[config.mk]
export PLATFORM = sky130hd
export DESIGN_NAME = booth_seq_mult
export DESIGN_NICKNAME = d
export VERILOG_FILES = /design/src/rtl/booth_seq_mult.sv
export SDC_FILE = /design/constraint.sdc
export NUM_CORES = 1
export LEC_CHECK = 0
export ABC_AREA = 1
export BUFFER_PORTS_ARGS = -buffer_cell sky130_fd_sc_hd__buf_2
export CAP_MARGIN = 20
export CORE_UTILIZATION = 57
export CTS_CLUSTER_DIAMETER = 60
export DETAILED_ROUTE_END_ITERATION = 7
export PLACE_DENSITY = 0.88
export SLEW_MARGIN = 40
export SYNTH_ARGS = -nofsm -noshare
export SYNTH_HDL_FRONTEND = slang
export SYNTH_SLANG_ARGS = --single-unit
export TNS_END_PERCENT = 50
[constraint.sdc]
create_clock -name clk -period 2.98 [get_ports clk]
set_input_delay 0.596 -clock clk [delete_from_list [all_inputs] [get_ports clk]]
set_output_delay 0.596 -clock clk [all_outputs]
set_load 0.005 [all_outputs]
[src/rtl/booth_seq_mult.sv]
// booth_seq_mult
// Sequential radix-2 Booth multiplier. One add/subtract cycle (CALC) and one
// arithmetic-shift cycle (SHIFT) per multiplier bit, so the product is ready
// 2*WIDTH cycles after the start edge. The result is handed over on a
// done/result_ack handshake.
//
// Ports:
//   clk           system clock, rising-edge active
//   rst_n         asynchronous active-low reset
//   start         begin a multiplication (sampled only in IDLE)
//   multiplicand  signed operand M, captured on an accepted start
//   multiplier    signed operand Q, captured on an accepted start
//   busy          high in every state except IDLE
//   done          product valid, held until result_ack
//   result_ack    consumer acknowledge, only meaningful while done=1
//   product       signed 2*WIDTH-bit product M*Q
module booth_seq_mult #(
   parameter int WIDTH = 8
) (
   input  logic                 clk,
   input  logic                 rst_n,
   input  logic                 start,
   input  logic [WIDTH-1:0]     multiplicand,
   input  logic [WIDTH-1:0]     multiplier,
   output logic                 busy,
   output logic                 done,
   input  logic                 result_ack,
   output logic [2*WIDTH-1:0]   product
);

   localparam int CW = $clog2(WIDTH + 1);

   typedef enum logic [1:0] {
      S_IDLE  = 2'd0,
      S_CALC  = 2'd1,
      S_SHIFT = 2'd2,
      S_DONE  = 2'd3
   } state_t;

   state_t state;

   // A and M carry one extra sign bit so that negating -2^(WIDTH-1) cannot
   // overflow.
   logic signed [WIDTH:0] acc;
   logic signed [WIDTH:0] mcand;
   logic [WIDTH-1:0]      q;
   logic                  q_m1;
   logic [CW-1:0]         count;

   logic                  load_en;
   logic                  shift_en;
   logic signed [WIDTH:0] acc_sh;
   logic [WIDTH-1:0]      q_sh;

   // One Booth recoding step on the pair {Q[0], Q-1}.
   function automatic logic signed [WIDTH:0] booth_step(
      input logic signed [WIDTH:0] a,
      input logic signed [WIDTH:0] m,
      input logic [1:0]            sel
   );
      case (sel)
         2'b10:   return a - m;
         2'b01:   return a + m;
         default: return a;
      endcase
   endfunction

   // Load (operand capture or A update) always wins over shift; the state
   // encoding already keeps them apart, the priority is just a safeguard.
   always_comb begin
      load_en  = ((state == S_IDLE) && start) || (state == S_CALC);
      shift_en = (state == S_SHIFT) && !load_en;
   end

   // Arithmetic right shift of {A, Q, Q-1}: A's LSB feeds Q's MSB.
   always_comb begin
      acc_sh = acc >>> 1;
      q_sh   = {acc[0], q[WIDTH-1:1]};
   end

   // Datapath registers
   always_ff @(posedge clk or negedge rst_n) begin
      if (!rst_n) begin
         acc   <= '0;
         mcand <= '0;
         q     <= '0;
         q_m1  <= 1'b0;
      end else if (load_en) begin
         if (state == S_IDLE) begin
            mcand <= {multiplicand[WIDTH-1], multiplicand};
            q     <= multiplier;
            acc   <= '0;
            q_m1  <= 1'b0;
         end else begin
            acc <= booth_step(acc, mcand, {q[0], q_m1});
         end
      end else if (shift_en) begin
         acc  <= acc_sh;
         q    <= q_sh;
         q_m1 <= q[0];
      end
   end

   // Control FSM with registered outputs
   always_ff @(posedge clk or negedge rst_n) begin
      if (!rst_n) begin
         state   <= S_IDLE;
         count   <= '0;
         busy    <= 1'b0;
         done    <= 1'b0;
         product <= '0;
      end else begin
         case (state)
            S_IDLE: begin
               if (start) begin
                  count <= CW'(WIDTH);
                  busy  <= 1'b1;
                  state <= S_CALC;
               end
            end
            S_CALC: begin
               state <= S_SHIFT;
            end
            S_SHIFT: begin
               count <= count - CW'(1);
               if (count == CW'(1)) begin
                  // Low 2*WIDTH bits of the post-shift {A, Q}.
                  product <= {acc_sh[WIDTH-1:0], q_sh};
                  done    <= 1'b1;
                  state   <= S_DONE;
               end else begin
                  state <= S_CALC;
               end
            end
            S_DONE: begin
               if (result_ack) begin
                  done  <= 1'b0;
                  busy  <= 1'b0;
                  state <= S_IDLE;
               end
            end
            default: state <= S_IDLE;
         endcase
      end
   end

endmodule

Yosys cells after proc, flatten, opt, wreduce, memory -nomap -nowiden
Cells that the tools add are included.

word-level totals
  output and inout bits = 18
  word-level logic and storage cells = 64
  register bits after elaboration = 50
  bits of input ports = 20

operators by class
  $add $sub $neg = 3
  equality and inequality tests = 11
  reductions and logical operators = 19
  muxes and demuxes = 21

operators by type and width
  cell                 count
  $mux 8               4
  $mux 9               2
  $pmux 9 s2           1
  $reduce_and 2->1     7
  $add 9x8->9          1
  $sub 9x8->9          1
  $pmux 2 s4           1
  $pmux 4 s2           1
  $reduce_bool 2->1    4
  $eq 2x2->1 const B   3
  $mux 1               6
  $mux 2               3
  $reduce_and 3->1     2
  $eq 2x1->1 const B   2
  $eq 4x1->1 const B   1
  $mux 4               1
  $ne 2x1->1 const B   2
  $ne 2x2->1 const B   2
  $ne 4x1->1 const B   1
  $pmux 1 s2           2
  $sub 4x1->4 const B  1
  $reduce_bool 3->1    1
  $logic_and 1x1->1    2
  $logic_not 2->1      1
  other kinds (2)      2

Longest topological paths before layout
Gate-level depths: netlist of the first run.

  depth in word-level cells = 7
  mapped depth = 16
  gate-level depth less buffers = 16

Worst setup path after synthesis of the first run
OpenSTA, ideal clock, no wires.

  path type = reg-to-reg
  from = register q[0]
  to = register acc[8]
  stages on the path, launching flop included = 13
  required time = 2863 ps
  library setup time = 117 ps
  clock period less this slack = 2099 ps
  arrival time = 1982 ps
  slack = 881 ps
  path buffers = 0
  cell sequence = dfrtp_1 > inv_1 > ha_1 > clkinv_1 > nand2_1 > o21ai_0 > fa_1 > nand3_1 > nand3_1 > a21oi_1 > nand3_1 > nand3_1 > nand2_1

on the way
  word-level cells in the longest chain between the ends = 4
  elaborated cells between the ends (all ways) = 7
  those cells by class = eq/ne (2); mux (3); reduce/logical (2)

ends and longest elaborated chain
  element                                   RTL line  text
  start: declaration                        46        logic [WIDTH-1:0] q;
  start signal: assignment                  91        q <= multiplier;
  start signal: assignment                  99        q <= q_sh;
  $eq 2x1->1 or $eq 2x2->1 (tied branches)  61        case (sel)
  $pmux 9 s2                                61
  $mux 9                                    89        if (state == S_IDLE) begin
  $mux 9                                    88        end else if (load_en) begin
  end signal: assignment                    95        acc <= booth_step(acc, mcand, {q[0], q_m1});
  end signal: assignment                    98        acc <= acc_sh;
  end: declaration                          44        logic signed [WIDTH:0] acc;

Parallel ways exist; a longest one is shown, timed or not. The select of a mux whose other input is x is not followed.
A chain may end at the register's enable or synchronous reset.

Worst setup path after layout of the first run
Ends and elaborated chain as after synthesis.

==> run_summary.xml, run 1 <==
<?xml version="1.0" encoding="UTF-8"?>
<metrics>
  <group name="run_status">
    <metric name="run_status" unit="">complete, no violations</metric>
  </group>
  <group name="setup_path">
    <metric name="critical_path.most_common_cell" unit="">nand3_1</metric>
    <metric name="critical_path_slowest_stage_cell" unit="">fa_1</metric>
    <metric name="crit_arrival" unit="ns">2.73</metric>
    <metric name="critical_path.reg2reg.endpoint" unit="">acc[8]</metric>
    <metric name="cp_cell_sequence" unit="">inv_1 -&gt; ha_1 -&gt; clkinv_1 -&gt; nand2_1 -&gt; o21ai_0 -&gt; fa_1 -&gt; nand3_1 -&gt; nand3_1 -&gt; nand2_1 -&gt; nand3_1 -&gt; nand3_1 -&gt; nand3_1 -&gt; nand2_1</metric>
    <metric name="ff2ff_path_depth" unit="">13</metric>
    <metric name="cp-endpoint" unit="">acc[8]</metric>
    <metric name="critPathBufInv" unit="">2</metric>
    <metric name="critPathKind" unit="">register to register</metric>
    <metric name="cp.required" unit="ns">3.23</metric>
    <metric name="path_depth" unit="">13</metric>
    <metric name="crit_path_end_kind" unit="">register</metric>
    <metric name="setup.reg_to_reg.worst_slack" unit="ns">0.51</metric>
    <metric name="startpoint_types" unit="">register</metric>
    <metric name="largest_fanout_on_the_critical_path" unit="">9</metric>
    <metric name="worst_path_largest_cell_delay" unit="ns">0.50</metric>
    <metric name="critical_path.top_delay_family" unit="">simple AND/OR/NAND/NOR gates</metric>
    <metric name="setup.worst_path.start" unit="">q[0]</metric>
    <metric name="critical_path.reg2reg.startpoint" unit="">q[0]</metric>
  </group>
  <group name="hold_path">
    <metric name="hold_path.class" unit="">input pin to asynchronous set/reset pin</metric>
  </group>
  <group name="placement">
    <metric name="place.port_buffers" unit="">37</metric>
    <metric name="gp_congestion" unit="">0.9084</metric>
    <metric name="detailed_placer_s_ending_hpwl" unit="µm">4008</metric>
  </group>
  <group name="clock_network">
    <metric name="clock_tree_root" unit="">clkbuf_8</metric>
    <metric name="postCtsResizedCells" unit="">0</metric>
    <metric name="cts_post_setup_buffers_inserted" unit="">0</metric>
    <metric name="cts_buffers" unit="">5</metric>
    <metric name="tritoncts" unit="">built</metric>
    <metric name="max-clock-path-buffers" unit="">2</metric>
    <metric name="clk_pin_slew_worst_paths" unit="ns">0.10</metric>
    <metric name="cts-htree-levels" unit="">2</metric>
    <metric name="cts-hold-fix-buffers" unit="">0</metric>
    <metric name="clock_sink_count" unit="">50</metric>
    <metric name="worst_skew_late_latency" unit="ns">0.31</metric>
  </group>
  <group name="timing">
    <metric name="setup_tns" unit="ns">0</metric>
    <metric name="finalHoldViolCount" unit="">0</metric>
    <metric name="fin_worst_hold_slack" unit="ns">0.2935</metric>
    <metric name="clock_skew" unit="ns">0.003530</metric>
    <metric name="final_period_minus_worst_setup_slack" unit="ns">2.475</metric>
    <metric name="finalSetupViolations" unit="">0</metric>
    <metric name="min_period_over_period" unit="">0.8305</metric>
    <metric name="timing.max_slew.rel_slack" unit="">0.5277</metric>
    <metric name="slew_violations" unit="">0</metric>
    <metric name="max_freq" unit="MHz">404.0</metric>
    <metric name="grt_setup_unrepaired" unit="">no</metric>
    <metric name="tightest_slew" unit="ns">0.7077</metric>
  </group>
  <group name="yosys">
    <metric name="post_synth_instance_area" unit="mm²">0.002845</metric>
    <metric name="post_synth_inst_count" unit="">337</metric>
    <metric name="synth_register_bits" unit="">50</metric>
    <metric name="ys_seq_area_frac" unit="">0.4398</metric>
    <metric name="syn-mean-instance-area" unit="µm²">8.443</metric>
    <metric name="yosysUniqueCellTypes" unit="">35</metric>
    <metric name="yosys_warns" unit="">0</metric>
    <metric name="syn_nets" unit="">371</metric>
  </group>
  <group name="flow_run">
    <metric name="drv_cap" unit="">0</metric>
  </group>
  <group name="layout">
    <metric name="diodes" unit="">0</metric>
    <metric name="layout-drive-gt1-share" unit="">0.2032</metric>
    <metric name="nets" unit="">407</metric>
    <metric name="area_growth_syn_to_layout" unit="%">11.08</metric>
    <metric name="final.fill_count" unit="">402</metric>
  </group>
  <group name="route">
    <metric name="detailed_route_wire_length_per_cell" unit="µm">12.53</metric>
    <metric name="dr_total_vias" unit="">2319</metric>
    <metric name="drt.antenna.violating_nets" unit="">0</metric>
    <metric name="drtPass1Iterations" unit="">4</metric>
    <metric name="avgViaCountPerCell" unit="">5.259</metric>
    <metric name="detail_route.drc_violations" unit="">0</metric>
    <metric name="routed_wirelength" unit="µm">5525</metric>
    <metric name="drt_first_iter_violations" unit="">167</metric>
  </group>
  <group name="floorplanning">
    <metric name="initial_utilization" unit="">0.5984</metric>
    <metric name="die-height" unit="µm">72.65</metric>
    <metric name="io-pin-count" unit="">38</metric>
    <metric name="dieArea" unit="mm²">0.005278</metric>
    <metric name="die_width" unit="µm">72.65</metric>
    <metric name="core.rowCount" unit="">25</metric>
    <metric name="core_region_area" unit="mm²">0.004755</metric>
  </group>
  <group name="global_routing">
    <metric name="globalRouteOverflowTotal" unit="">0</metric>
    <metric name="groute.usage.overall" unit="">0.2450</metric>
    <metric name="number_of_antenna_violations_at_the_first_check_in_global_routing" unit="">0</metric>
    <metric name="first_pass_grt_wire_length" unit="µm">9880</metric>
    <metric name="first_global_vias" unit="">2274</metric>
    <metric name="grt_max_degree" unit="">51</metric>
  </group>
  <group name="pwr">
    <metric name="vdd_drop_max" unit="mV">0.5452</metric>
    <metric name="p_leak" unit="µW">0.001647</metric>
    <metric name="cellPowerDensity" unit="mW/mm²">1342</metric>
  </group>
</metrics>
==> per-stage QoR <==
| stage | std cells | area (µm²) | setup slack (ns) | util | power, µW |
|---|---|---|---|---|---|
| final | 441 | 3161 | 0.5051 | 0.6647 | 4240 |
| after global routing | 441 | 3161 | 0.2551 | 0.6647 | 4680 |
| after CTS | 441 | 3161 | 0.5282 | 0.6647 | 4213 |
| after detailed placement | 433 | 3043 | 0.5765 | 0.6400 | 3696 |
| after global placement | 433 | 3040 | 0.6737 | 0.6395 | 3572 |
| after floorplan | 337 | 2845 | 0.8809 | - | 3187 |
==> area by class of cell <==
| type | instances | area [µm²] | area share |
|---|---|---|---|
| timing repair buffer | 37 | 187.7 | 0.05938 |
| sequential | 50 | 1251 | 0.3959 |
| clock inverter | 3 | 48.80 | 0.01544 |
| tap | 67 | 83.83 | 0.02652 |
| inverter | 55 | 214.0 | 0.06770 |
| clock buffer | 5 | 68.82 | 0.02177 |
| multi-input combinational | 224 | 1306 | 0.4133 |
==> kinds of logic after synthesis <==
| logic type | count (synthesis) | synth area share |
|---|---|---|
| simple gates | 121 | 0.1904 |
| compound gates | 82 | 0.1829 |
| buf+inv | 63 | 0.1011 |
| flops | 50 | 0.4398 |
| fa+ha+maj | 14 | 0.06421 |
| xor+xnor | 7 | 0.02155 |
==> flip-flops by register name, indices dropped and copies added (netlist names) <==
name / cells
acc: 9
busy: 1
count: 4
done: 1
mcand: 8
product: 16
q: 8
q_m1: 1
state: 2
==> how the worst min path moves through the flow <==
| stage | start | end | slack [ns] | depth (start not counted) |
|---|---|---|---|---|
| after floorplan | rst_n | acc[0] | 0.30 | 0 |
| after global placement | product[9] | product[9] | 0.46 | 2 |
| after detailed placement | product[11] | product[11] | 0.46 | 2 |
| after CTS | rst_n | count[0] | 0.32 | 1 |
| after global routing | rst_n | count[2] | 0.33 | 1 |
| final | rst_n | count[0] | 0.29 | 1 |
==> synthesized netlist by cell type (all sizes together) <==
cell type	number	area (µm²)
a21oi	18	90.09
a22oi	4	40.03
buf	8	73.82
clkinv	2	7.510
dfrtp	50	1251
fa	1	20.02
ha	13	162.7
inv	53	206.5
nand2	83	337.8
nand3	21	122.6
nand3b	2	15.01
nand4	2	12.51
nor2	11	43.80
nor3	2	10.01
o211ai	1	7.510
o21ai	54	349.1
o22ai	3	18.77
o31ai	2	15.01
xnor2	5	43.79
xor2	2	17.52
==> worst reg2reg max path, stage by stage, from the launching register on <==
cell and delay (ns):
dfrtp_1 0.39, inv_1 0.09, ha_1 0.22, clkinv_1 0.23, nand2_1 0.11, o21ai_0 0.17, fa_1 0.50, nand3_1 0.10
nand3_1 0.14, nand2_1 0.12, nand3_1 0.08, nand3_1 0.10, nand3_1 0.09, nand2_1 0.07
==> cell usage in the layout (no fill, tap or decap), types with 2 or more instances in the layout <==
| cell | netlist | routed |
|---|---|---|
| a21oi_1 | 18 | 18 |
| a22oi_1 | 2 | 2 |
| a22oi_2 | 2 | 2 |
| buf_2 | 2 | 36 |
| clkbuf_8 | 0 | 5 |
| clkinv_1 | 2 | 2 |
| dfrtp_1 | 50 | 50 |
| ha_1 | 13 | 13 |
| inv_1 | 49 | 49 |
| inv_2 | 2 | 2 |
| nand2_1 | 80 | 80 |
| nand3_1 | 19 | 19 |
| nand3b_1 | 2 | 2 |
| nand4_1 | 2 | 2 |
| nor2_1 | 10 | 10 |
| nor3_1 | 2 | 2 |
| o21ai_0 | 19 | 19 |
| o21ai_1 | 16 | 16 |
| o21ai_2 | 18 | 18 |
| o22ai_1 | 3 | 3 |
| o31ai_1 | 2 | 2 |
| xnor2_1 | 5 | 5 |
| xor2_1 | 2 | 2 |
==> metal layers <==
layer,GRT usage,part of all wire,up-vias
met3,0.04834,0.056,7
li1,-,-,1176
met5,0,0,-
met2,0.3915,0.46,66
met4,0.1089,0.014,0
met1,0.3249,0.47,1070
==> power breakdown <==
group          internal, µW  total [µW]  leakage [µW]  switching, µW
logic                   954        2500      0.000990           1550
clock network           256         500     0.0000563            245
registers               994        1240      0.000600            242
total                  2200        4240       0.00165           2040
Note: power is estimated with default switching activity, not from simulation.
==> run 2: changes to the inputs <==
==> constraint.sdc (replaced) <==
create_clock -name clk -period 2.3 [get_ports clk]
set_input_delay 0.46 -clock clk [delete_from_list [all_inputs] [get_ports clk]]
set_output_delay 0.46 -clock clk [all_outputs]
set_load 0.005 [all_outputs]
==> run_summary.xml, run 2 (synthesis gave the netlist of run 1 again) <==
<?xml version="1.0" encoding="UTF-8"?>
<metrics>
  <group name="run_status">
    <metric name="run_status" unit="">complete, no violations</metric>
  </group>
  <group name="floorplanning">
    <metric name="core_region_area" unit="mm²">0.004755</metric>
    <metric name="die-height" unit="µm">72.65</metric>
    <metric name="core.rowCount" unit="">25</metric>
    <metric name="dieArea" unit="mm²">0.005278</metric>
    <metric name="initial_utilization" unit="">0.5984</metric>
    <metric name="io-pin-count" unit="">38</metric>
    <metric name="die_width" unit="µm">72.65</metric>
  </group>
  <group name="placement">
    <metric name="gp_congestion" unit="">0.9156</metric>
    <metric name="detailed_placer_s_ending_hpwl" unit="µm">4247</metric>
    <metric name="place.port_buffers" unit="">37</metric>
    <metric name="dpl_cell_area" unit="mm²">0.003078</metric>
    <metric name="place_ws" unit="ns">-0.06006</metric>
    <metric name="dp.cells" unit="">438</metric>
  </group>
  <group name="pwr">
    <metric name="p_leak" unit="µW">0.001696</metric>
    <metric name="p_switching" unit="µW">2889</metric>
    <metric name="p_clk_frac" unit="">0.089</metric>
    <metric name="intPower" unit="µW">3018</metric>
    <metric name="power.share.combinational" unit="">0.637</metric>
    <metric name="seq_power_share" unit="">0.274</metric>
    <metric name="p_total" unit="µW">5907</metric>
    <metric name="vdd_drop_max" unit="mV">0.8131</metric>
    <metric name="switching_power_as_a_share_of_total_power" unit="">0.4890</metric>
    <metric name="cellPowerDensity" unit="mW/mm²">1779</metric>
  </group>
  <group name="timing">
    <metric name="final_period_minus_worst_setup_slack" unit="ns">2.259</metric>
    <metric name="post-route-worst-setup-slack" unit="ns">0.04058</metric>
    <metric name="clock_skew" unit="ns">0.008672</metric>
    <metric name="grt_setup_unrepaired" unit="">yes</metric>
    <metric name="slew_violations" unit="">0</metric>
    <metric name="min_period_over_period" unit="">0.9824</metric>
    <metric name="tightest_slew" unit="ns">0.6056</metric>
    <metric name="max_freq" unit="MHz">442.6</metric>
    <metric name="finalHoldViolCount" unit="">0</metric>
    <metric name="finalSetupViolations" unit="">0</metric>
    <metric name="timing.max_slew.rel_slack" unit="">0.5962</metric>
  </group>
  <group name="layout">
    <metric name="nets" unit="">419</metric>
    <metric name="largest_registers" unit="">product: 16 flops, acc: 9 flops</metric>
    <metric name="largest-register" unit="">product</metric>
    <metric name="diodes" unit="">0</metric>
    <metric name="mostFrequentLayoutCells" unit="">nand2_1, dfrtp_1, inv_1</metric>
    <metric name="largest_register_ffs" unit="">16</metric>
    <metric name="final-instance-count-excl-fill" unit="">453</metric>
    <metric name="mostFrequentLayoutCell" unit="">nand2_1</metric>
    <metric name="layout-drive-gt1-share" unit="">0.2876</metric>
    <metric name="area_growth_syn_to_layout" unit="%">16.67</metric>
    <metric name="final_util" unit="">0.6982</metric>
    <metric name="final_cell_area" unit="mm²">0.003319</metric>
  </group>
  <group name="route">
    <metric name="detail_route.drc_violations" unit="">0</metric>
    <metric name="detailed_route_wire_length_per_cell" unit="µm">13.25</metric>
    <metric name="dr_total_vias" unit="">2455</metric>
    <metric name="routed_wirelength" unit="µm">6001</metric>
    <metric name="avgViaCountPerCell" unit="">5.419</metric>
    <metric name="drtPass1Iterations" unit="">4</metric>
    <metric name="drt.antenna.violating_nets" unit="">0</metric>
    <metric name="drt_first_iter_violations" unit="">144</metric>
  </group>
  <group name="setup_path">
    <metric name="critPathBufInv" unit="">2</metric>
    <metric name="crit_path_end_kind" unit="">register</metric>
    <metric name="critical_path_slowest_stage_cell" unit="">dfrtp_1</metric>
    <metric name="critPathKind" unit="">register to register</metric>
    <metric name="startpoint_types" unit="">register</metric>
    <metric name="setup.reg_to_reg.worst_slack" unit="ns">0.04</metric>
    <metric name="crit_arrival" unit="ns">2.50</metric>
    <metric name="largest_fanout_on_the_critical_path" unit="">5</metric>
    <metric name="cp_cell_sequence" unit="">inv_2 -&gt; ha_4 -&gt; inv_2 -&gt; nor2_4 -&gt; nand2_2 -&gt; o31ai_4 -&gt; xnor2_1 -&gt; ha_1 -&gt; nand2_1 -&gt; nand2_1 -&gt; a21oi_2 -&gt; nand2_1 -&gt; nand2_1 -&gt; nand3_2 -&gt; a21oi_2</metric>
    <metric name="ff2ff_path_depth" unit="">15</metric>
    <metric name="cp.required" unit="ns">2.54</metric>
    <metric name="critical_path.top_delay_family" unit="">simple AND/OR/NAND/NOR gates</metric>
    <metric name="worst_path_largest_cell_delay" unit="ns">0.40</metric>
    <metric name="path_depth" unit="">15</metric>
    <metric name="critical_path.most_common_cell" unit="">nand2_1</metric>
  </group>
  <group name="clock_network">
    <metric name="cts_buffers" unit="">5</metric>
    <metric name="cts-htree-levels" unit="">2</metric>
    <metric name="tritoncts" unit="">built</metric>
    <metric name="max-clock-path-buffers" unit="">2</metric>
    <metric name="clk_pin_slew_worst_paths" unit="ns">0.10</metric>
    <metric name="clock_tree_root" unit="">clkbuf_8</metric>
    <metric name="clock_sink_count" unit="">50</metric>
    <metric name="cts-hold-fix-buffers" unit="">0</metric>
    <metric name="worst_skew_late_latency" unit="ns">0.31</metric>
  </group>
  <group name="global_routing">
    <metric name="globalRouteOverflowTotal" unit="">0</metric>
    <metric name="groute.usage.overall" unit="">0.2395</metric>
    <metric name="number_of_antenna_violations_at_the_first_check_in_global_routing" unit="">0</metric>
    <metric name="first_pass_grt_wire_length" unit="µm">9749</metric>
    <metric name="grt_max_degree" unit="">35</metric>
    <metric name="first_global_vias" unit="">2284</metric>
  </group>
  <group name="hold_path">
    <metric name="hold_path.class" unit="">input pin to asynchronous set/reset pin</metric>
  </group>
  <group name="flow_run">
    <metric name="drv_cap" unit="">0</metric>
  </group>
</metrics>
run 2: power by group through the flow:
stage                     clock [µW]  combinational [µW]  sequential [µW]
after floorplan                    0                2590             1540
after global placement             0                3080             1590
after detailed placement           0                3210             1610
after CTS                        538                3260             1600
after global routing             573                4210             1670
final                            529                3760             1620
run 2: worst register-to-register path, delay by kind of cell (launching register included):
kind,cells,cell delay (ns)
AO/OA/AOI/OAI,3,0.50
flip-flops,1,0.40
buffers and inverters,2,0.13
XOR/XNOR,1,0.10
AND/OR/NAND/NOR,7,0.56
adder cells (fa/ha/maj),2,0.52
run 2: worst paths after layout:
kind | start | endpoint
max reg2reg | mcand[0] | acc[7]
max in group asynchronous | rst_n | product[13]
min | rst_n | done
min reg2reg | product[10] | product[10]
min in group clk | multiplicand[6] | mcand[6]
max | mcand[0] | acc[7]
run 2: layout make-up:
| cell class | count | area (µm²) |
|---|---|---|
| Fill cell | 379 | 1435 |
| Multi-Input combinational cell | 224 | 1400 |
| Sequential cell | 50 | 1251 |
| Timing Repair Buffer | 49 | 275.3 |
| Inverter | 55 | 216.5 |
| Tap cell | 67 | 83.83 |
| Clock buffer | 5 | 68.82 |
| Clock inverter | 3 | 23.77 |
run 2: through the flow:
stage | setup TNS [ns] | hold slack [ns]
2_1_floorplan | 0 | 0.1644
3_3_place_gp | 0 | 0.3834
3_5_place_dp | -0.1241 | 0.3870
4_1_cts | 0 | 0.04363
5_1_grt | -0.4039 | 0.04844
6_report | 0 | 0.03718
run 2: repair_timing:
| action | CTS | global route |
|---|---|---|
| gates resized for setup | 3 | 26 |
| setup buffers | 0 | 7 |
| pin swaps | 0 | 15 |
| endpoints found under the setup margin | 5 | 8 |
run 2: routing by layer:
metal	track usage	wire length (µm)
met1	0.3007	2509
met2	0.4164	3028
met3	0.03867	340
met4	0.08932	122
met5	0	0
==> run 3: changes to the inputs <==
--- a/config.mk
+++ b/config.mk
@@ -5,13 +5,13 @@
 export SDC_FILE = /design/constraint.sdc
 export NUM_CORES = 1
 export LEC_CHECK = 0
-export ABC_AREA = 1
+export ABC_AREA = 0
 export BUFFER_PORTS_ARGS = -buffer_cell sky130_fd_sc_hd__buf_2
 export CAP_MARGIN = 20
 export CORE_UTILIZATION = 57
 export CTS_CLUSTER_DIAMETER = 60
 export DETAILED_ROUTE_END_ITERATION = 7
-export PLACE_DENSITY = 0.88
+export PLACE_DENSITY = 0.89
 export SLEW_MARGIN = 40
 export SYNTH_ARGS = -nofsm -noshare
 export SYNTH_HDL_FRONTEND = slang
==> run_summary.xml, run 3 <==
<?xml version="1.0" encoding="UTF-8"?>
<metrics>
  <group name="yosys">
    <metric name="post-synth-top-area-cell" unit="">dfrtp_1</metric>
    <metric name="ys_seq_area_frac" unit="">0.4764</metric>
    <metric name="yosys_warns" unit="">0</metric>
    <metric name="synth_mux_area_frac" unit="">0.1024</metric>
    <metric name="synth_register_bits" unit="">50</metric>
    <metric name="yosysUniqueCellTypes" unit="">38</metric>
    <metric name="synth_compound_area_frac" unit="">0.1758</metric>
    <metric name="synth.area.top_cells" unit="">dfrtp_1, mux2_2, o21ai_0</metric>
    <metric name="synth_xor_xnor_area_share" unit="">0.03668</metric>
    <metric name="yosys.area.top_type_share" unit="">0.4764</metric>
    <metric name="syn_nets" unit="">287</metric>
    <metric name="post_synth_inst_count" unit="">253</metric>
    <metric name="syn-mean-instance-area" unit="µm²">10.38</metric>
    <metric name="yosysMostFrequentCell" unit="">dfrtp_1</metric>
    <metric name="yosys.area_share.adder" unit="">0.06956</metric>
    <metric name="commonest_cells_post_synth" unit="">dfrtp_1, o21ai_0, nand2_1</metric>
    <metric name="synthArstFlopShare" unit="">1.000</metric>
    <metric name="combinational_family_with_the_most_area_after_synthesis" unit="">compound AO/OA/AOI/OAI gates</metric>
    <metric name="yosys.area_share.simple" unit="">0.1110</metric>
    <metric name="ys.flop_type" unit="">dfrtp_1</metric>
    <metric name="synth-edff-count" unit="">0</metric>
    <metric name="post_synth_instance_area" unit="mm²">0.002626</metric>
  </group>
  <group name="global_routing">
    <metric name="first_pass_grt_wire_length" unit="µm">9991</metric>
    <metric name="first_global_vias" unit="">2018</metric>
    <metric name="grt_max_degree" unit="">51</metric>
    <metric name="globalRouteOverflowTotal" unit="">0</metric>
    <metric name="number_of_antenna_violations_at_the_first_check_in_global_routing" unit="">0</metric>
    <metric name="groute.usage.overall" unit="">0.2637</metric>
  </group>
  <group name="pwr">
    <metric name="p_switching" unit="µW">2603</metric>
    <metric name="intPower" unit="µW">3361</metric>
    <metric name="p_clk_frac" unit="">0.092</metric>
    <metric name="p_leak" unit="µW">0.001586</metric>
    <metric name="cellPowerDensity" unit="mW/mm²">1835</metric>
    <metric name="p_total" unit="µW">5963</metric>
    <metric name="seq_power_share" unit="">0.274</metric>
    <metric name="switching_power_as_a_share_of_total_power" unit="">0.4364</metric>
    <metric name="power.share.combinational" unit="">0.634</metric>
    <metric name="vdd_drop_max" unit="mV">1.028</metric>
  </group>
  <group name="floorplanning">
    <metric name="die_width" unit="µm">69.88</metric>
    <metric name="core_region_area" unit="mm²">0.004384</metric>
    <metric name="dieArea" unit="mm²">0.004883</metric>
    <metric name="initial_utilization" unit="">0.5990</metric>
    <metric name="core.rowCount" unit="">24</metric>
    <metric name="die-height" unit="µm">69.88</metric>
    <metric name="io-pin-count" unit="">38</metric>
  </group>
  <group name="layout">
    <metric name="final_cell_area" unit="mm²">0.003249</metric>
    <metric name="final.fill_count" unit="">269</metric>
    <metric name="area_taken_by_flip_flops_and_latches" unit="mm²">0.001251</metric>
    <metric name="largest_registers" unit="">product: 16 flops, acc: 9 flops</metric>
    <metric name="area_growth_syn_to_layout" unit="%">23.73</metric>
    <metric name="multiInputGateArea" unit="mm²">0.001388</metric>
    <metric name="mostFrequentLayoutCells" unit="">dfrtp_1, buf_2, nand2_1</metric>
    <metric name="layout-drive-gt1-share" unit="">0.3722</metric>
    <metric name="largest_register_ffs" unit="">16</metric>
    <metric name="mostFrequentLayoutCell" unit="">dfrtp_1</metric>
    <metric name="nets" unit="">350</metric>
    <metric name="diodes" unit="">0</metric>
    <metric name="largest-register" unit="">product</metric>
  </group>
  <group name="setup_path">
    <metric name="largest_fanout_on_the_critical_path" unit="">3</metric>
    <metric name="startpoint_types" unit="">register</metric>
    <metric name="crit_path_end_kind" unit="">register</metric>
    <metric name="critPathKind" unit="">register to register</metric>
    <metric name="cp.required" unit="ns">2.50</metric>
    <metric name="crit_arrival" unit="ns">2.64</metric>
  </group>
  <group name="route">
    <metric name="detailed_route_wire_length_per_cell" unit="µm">16.98</metric>
    <metric name="met3_length" unit="µm">350</metric>
    <metric name="met2WireLength" unit="µm">2970</metric>
    <metric name="drt.antenna.violating_nets" unit="">0</metric>
    <metric name="drtPass1Iterations" unit="">4</metric>
    <metric name="drt_first_iter_violations" unit="">146</metric>
    <metric name="routedLengthMet1" unit="µm">2758</metric>
    <metric name="detail_route.drc_violations" unit="">0</metric>
    <metric name="route.top_layer_used" unit="">met4</metric>
    <metric name="dr_total_vias" unit="">2241</metric>
    <metric name="avgViaCountPerCell" unit="">6.073</metric>
    <metric name="routed_wirelength" unit="µm">6265</metric>
  </group>
  <group name="placement">
    <metric name="detailed_placer_s_ending_hpwl" unit="µm">3921</metric>
    <metric name="place.port_buffers" unit="">37</metric>
    <metric name="dpl_cell_area" unit="mm²">0.003037</metric>
    <metric name="gp_congestion" unit="">0.8525</metric>
  </group>
  <group name="timing">
    <metric name="finalHoldViolCount" unit="">0</metric>
    <metric name="tightest_slew" unit="ns">0.6247</metric>
    <metric name="max_freq" unit="MHz">410.7</metric>
    <metric name="clock_skew" unit="ns">0.005816</metric>
    <metric name="finalSetupViolations" unit="">5</metric>
    <metric name="final_period_minus_worst_setup_slack" unit="ns">2.435</metric>
    <metric name="timing.max_slew.rel_slack" unit="">0.5836</metric>
    <metric name="post-route-worst-setup-slack" unit="ns">-0.1346</metric>
    <metric name="grt_setup_unrepaired" unit="">yes</metric>
    <metric name="slew_violations" unit="">0</metric>
    <metric name="min_period_over_period" unit="">1.059</metric>
  </group>
  <group name="clock_network">
    <metric name="worst_skew_late_latency" unit="ns">0.32</metric>
    <metric name="clock_sink_count" unit="">50</metric>
    <metric name="tritoncts" unit="">built</metric>
    <metric name="cts_buffers" unit="">5</metric>
    <metric name="clk_pin_slew_worst_paths" unit="ns">0.09</metric>
    <metric name="cts-htree-levels" unit="">2</metric>
    <metric name="max-clock-path-buffers" unit="">2</metric>
    <metric name="clock_tree_root" unit="">clkbuf_8</metric>
  </group>
  <group name="flow_run">
    <metric name="drv_cap" unit="">0</metric>
  </group>
  <group name="hold_path">
    <metric name="hold_path.class" unit="">input pin to asynchronous set/reset pin</metric>
  </group>
  <group name="run_status">
    <metric name="violations" unit="">negative setup slack</metric>
    <metric name="run_status" unit="">complete, but fails checks</metric>
  </group>
</metrics>
==> run 3: cell types whose count changed in the layout (fill, tap and decap cells not counted), moves of 9 or more <==
cell,before,now
o21ai_1,17,6
inv_1,45,7
nand3_1,17,1
nand2_1,76,29
buf_4,12,26
a21oi_1,14,5
mux2_2,0,22
a22oi_1,2,12
o21ai_2,18,1
==> run 3: kinds of logic (layout without fill, tap and decap cells) <==
family	after synthesis	after routing
AOI/OAI and AO/OA	74	74
xor gates and xnor gates	11	11
adders and majority gates	14	14
buffers and inverters	19	83
DFF	50	50
muxes	24	24
and+or+nand+nor	61	61
==> run 3: routing by layer <==
metal,vias up,global-route usage
li1,1035,-
met1,1095,0.3862
met2,90,0.3985
met3,21,0.04618
met4,0,0.09111
met5,-,0
==> run 3: layout make-up <==
class,count,share of cell area
well taps,52,0.02002
inverters,9,0.01040
clock buffers,5,0.02118
flip-flops and latches,50,0.3851
repair buffers,66,0.1275
clock inverters,3,0.008856
multi-input cells,184,0.4270
==> run 3: repair_timing <==
| item | CTS | global route |
|---|---|---|
| cloned | 0 | 0 |
| buffers inserted | 3 | 2 |
| setup endpoints to repair | 5 | 6 |
| pin swaps | 4 | 12 |
| resized for setup | 8 | 17 |
| hold buffers | 0 | 0 |
==> run 3: worst paths after layout <==
kind | from | endpoint | slack, ns | cells after the start
min | rst_n | mcand[2] | 0.23 | 2
min reg2reg | product[13] | product[13] | 0.51 | 1
max | mcand[3] | acc[8] | -0.13 | 10
max reg2reg | mcand[3] | acc[8] | -0.13 | 10
min in group clk | multiplicand[1] | mcand[1] | 0.34 | 3
max in group asynchronous | rst_n | mcand[4] | 1.65 | 2
==> run 3: power by group through the flow <==
stage	logic (µW)	registers [µW]	clock network (µW)
floorplan	2130	1590	0
global placement	3050	1610	0
detailed placement	3170	1630	0
CTS	3440	1620	556
global route	4090	1680	591
finish	3780	1630	551
==> run 3: critical path, cell delays in order, from the launching register on <==
cell and delay (ns):
dfrtp_1 0.41, buf_4 0.16, nor2_1 0.28, a21oi_2 0.11, xor2_1 0.15, ha_1 0.32
o21ai_1 0.13, o211a_1 0.29, nor3_2 0.20, nand4bb_2 0.17, o211ai_2 0.09
==> run 3: stage by stage <==
step                setup slack (ns)  utilization  hold slack (ns)  TNS (ns)  instances
floorplan                   0.006826            -           0.1644         0        253
global placement            -0.03998       0.6926           0.4822  -0.04567        356
detailed placement          -0.09602       0.6926           0.4885   -0.2032        356
CTS                         -0.04685       0.7292           0.2648  -0.05515        367
global route                 -0.2235       0.7412           0.3043   -0.9360        369
finish                       -0.1346       0.7412           0.2319   -0.4050        369
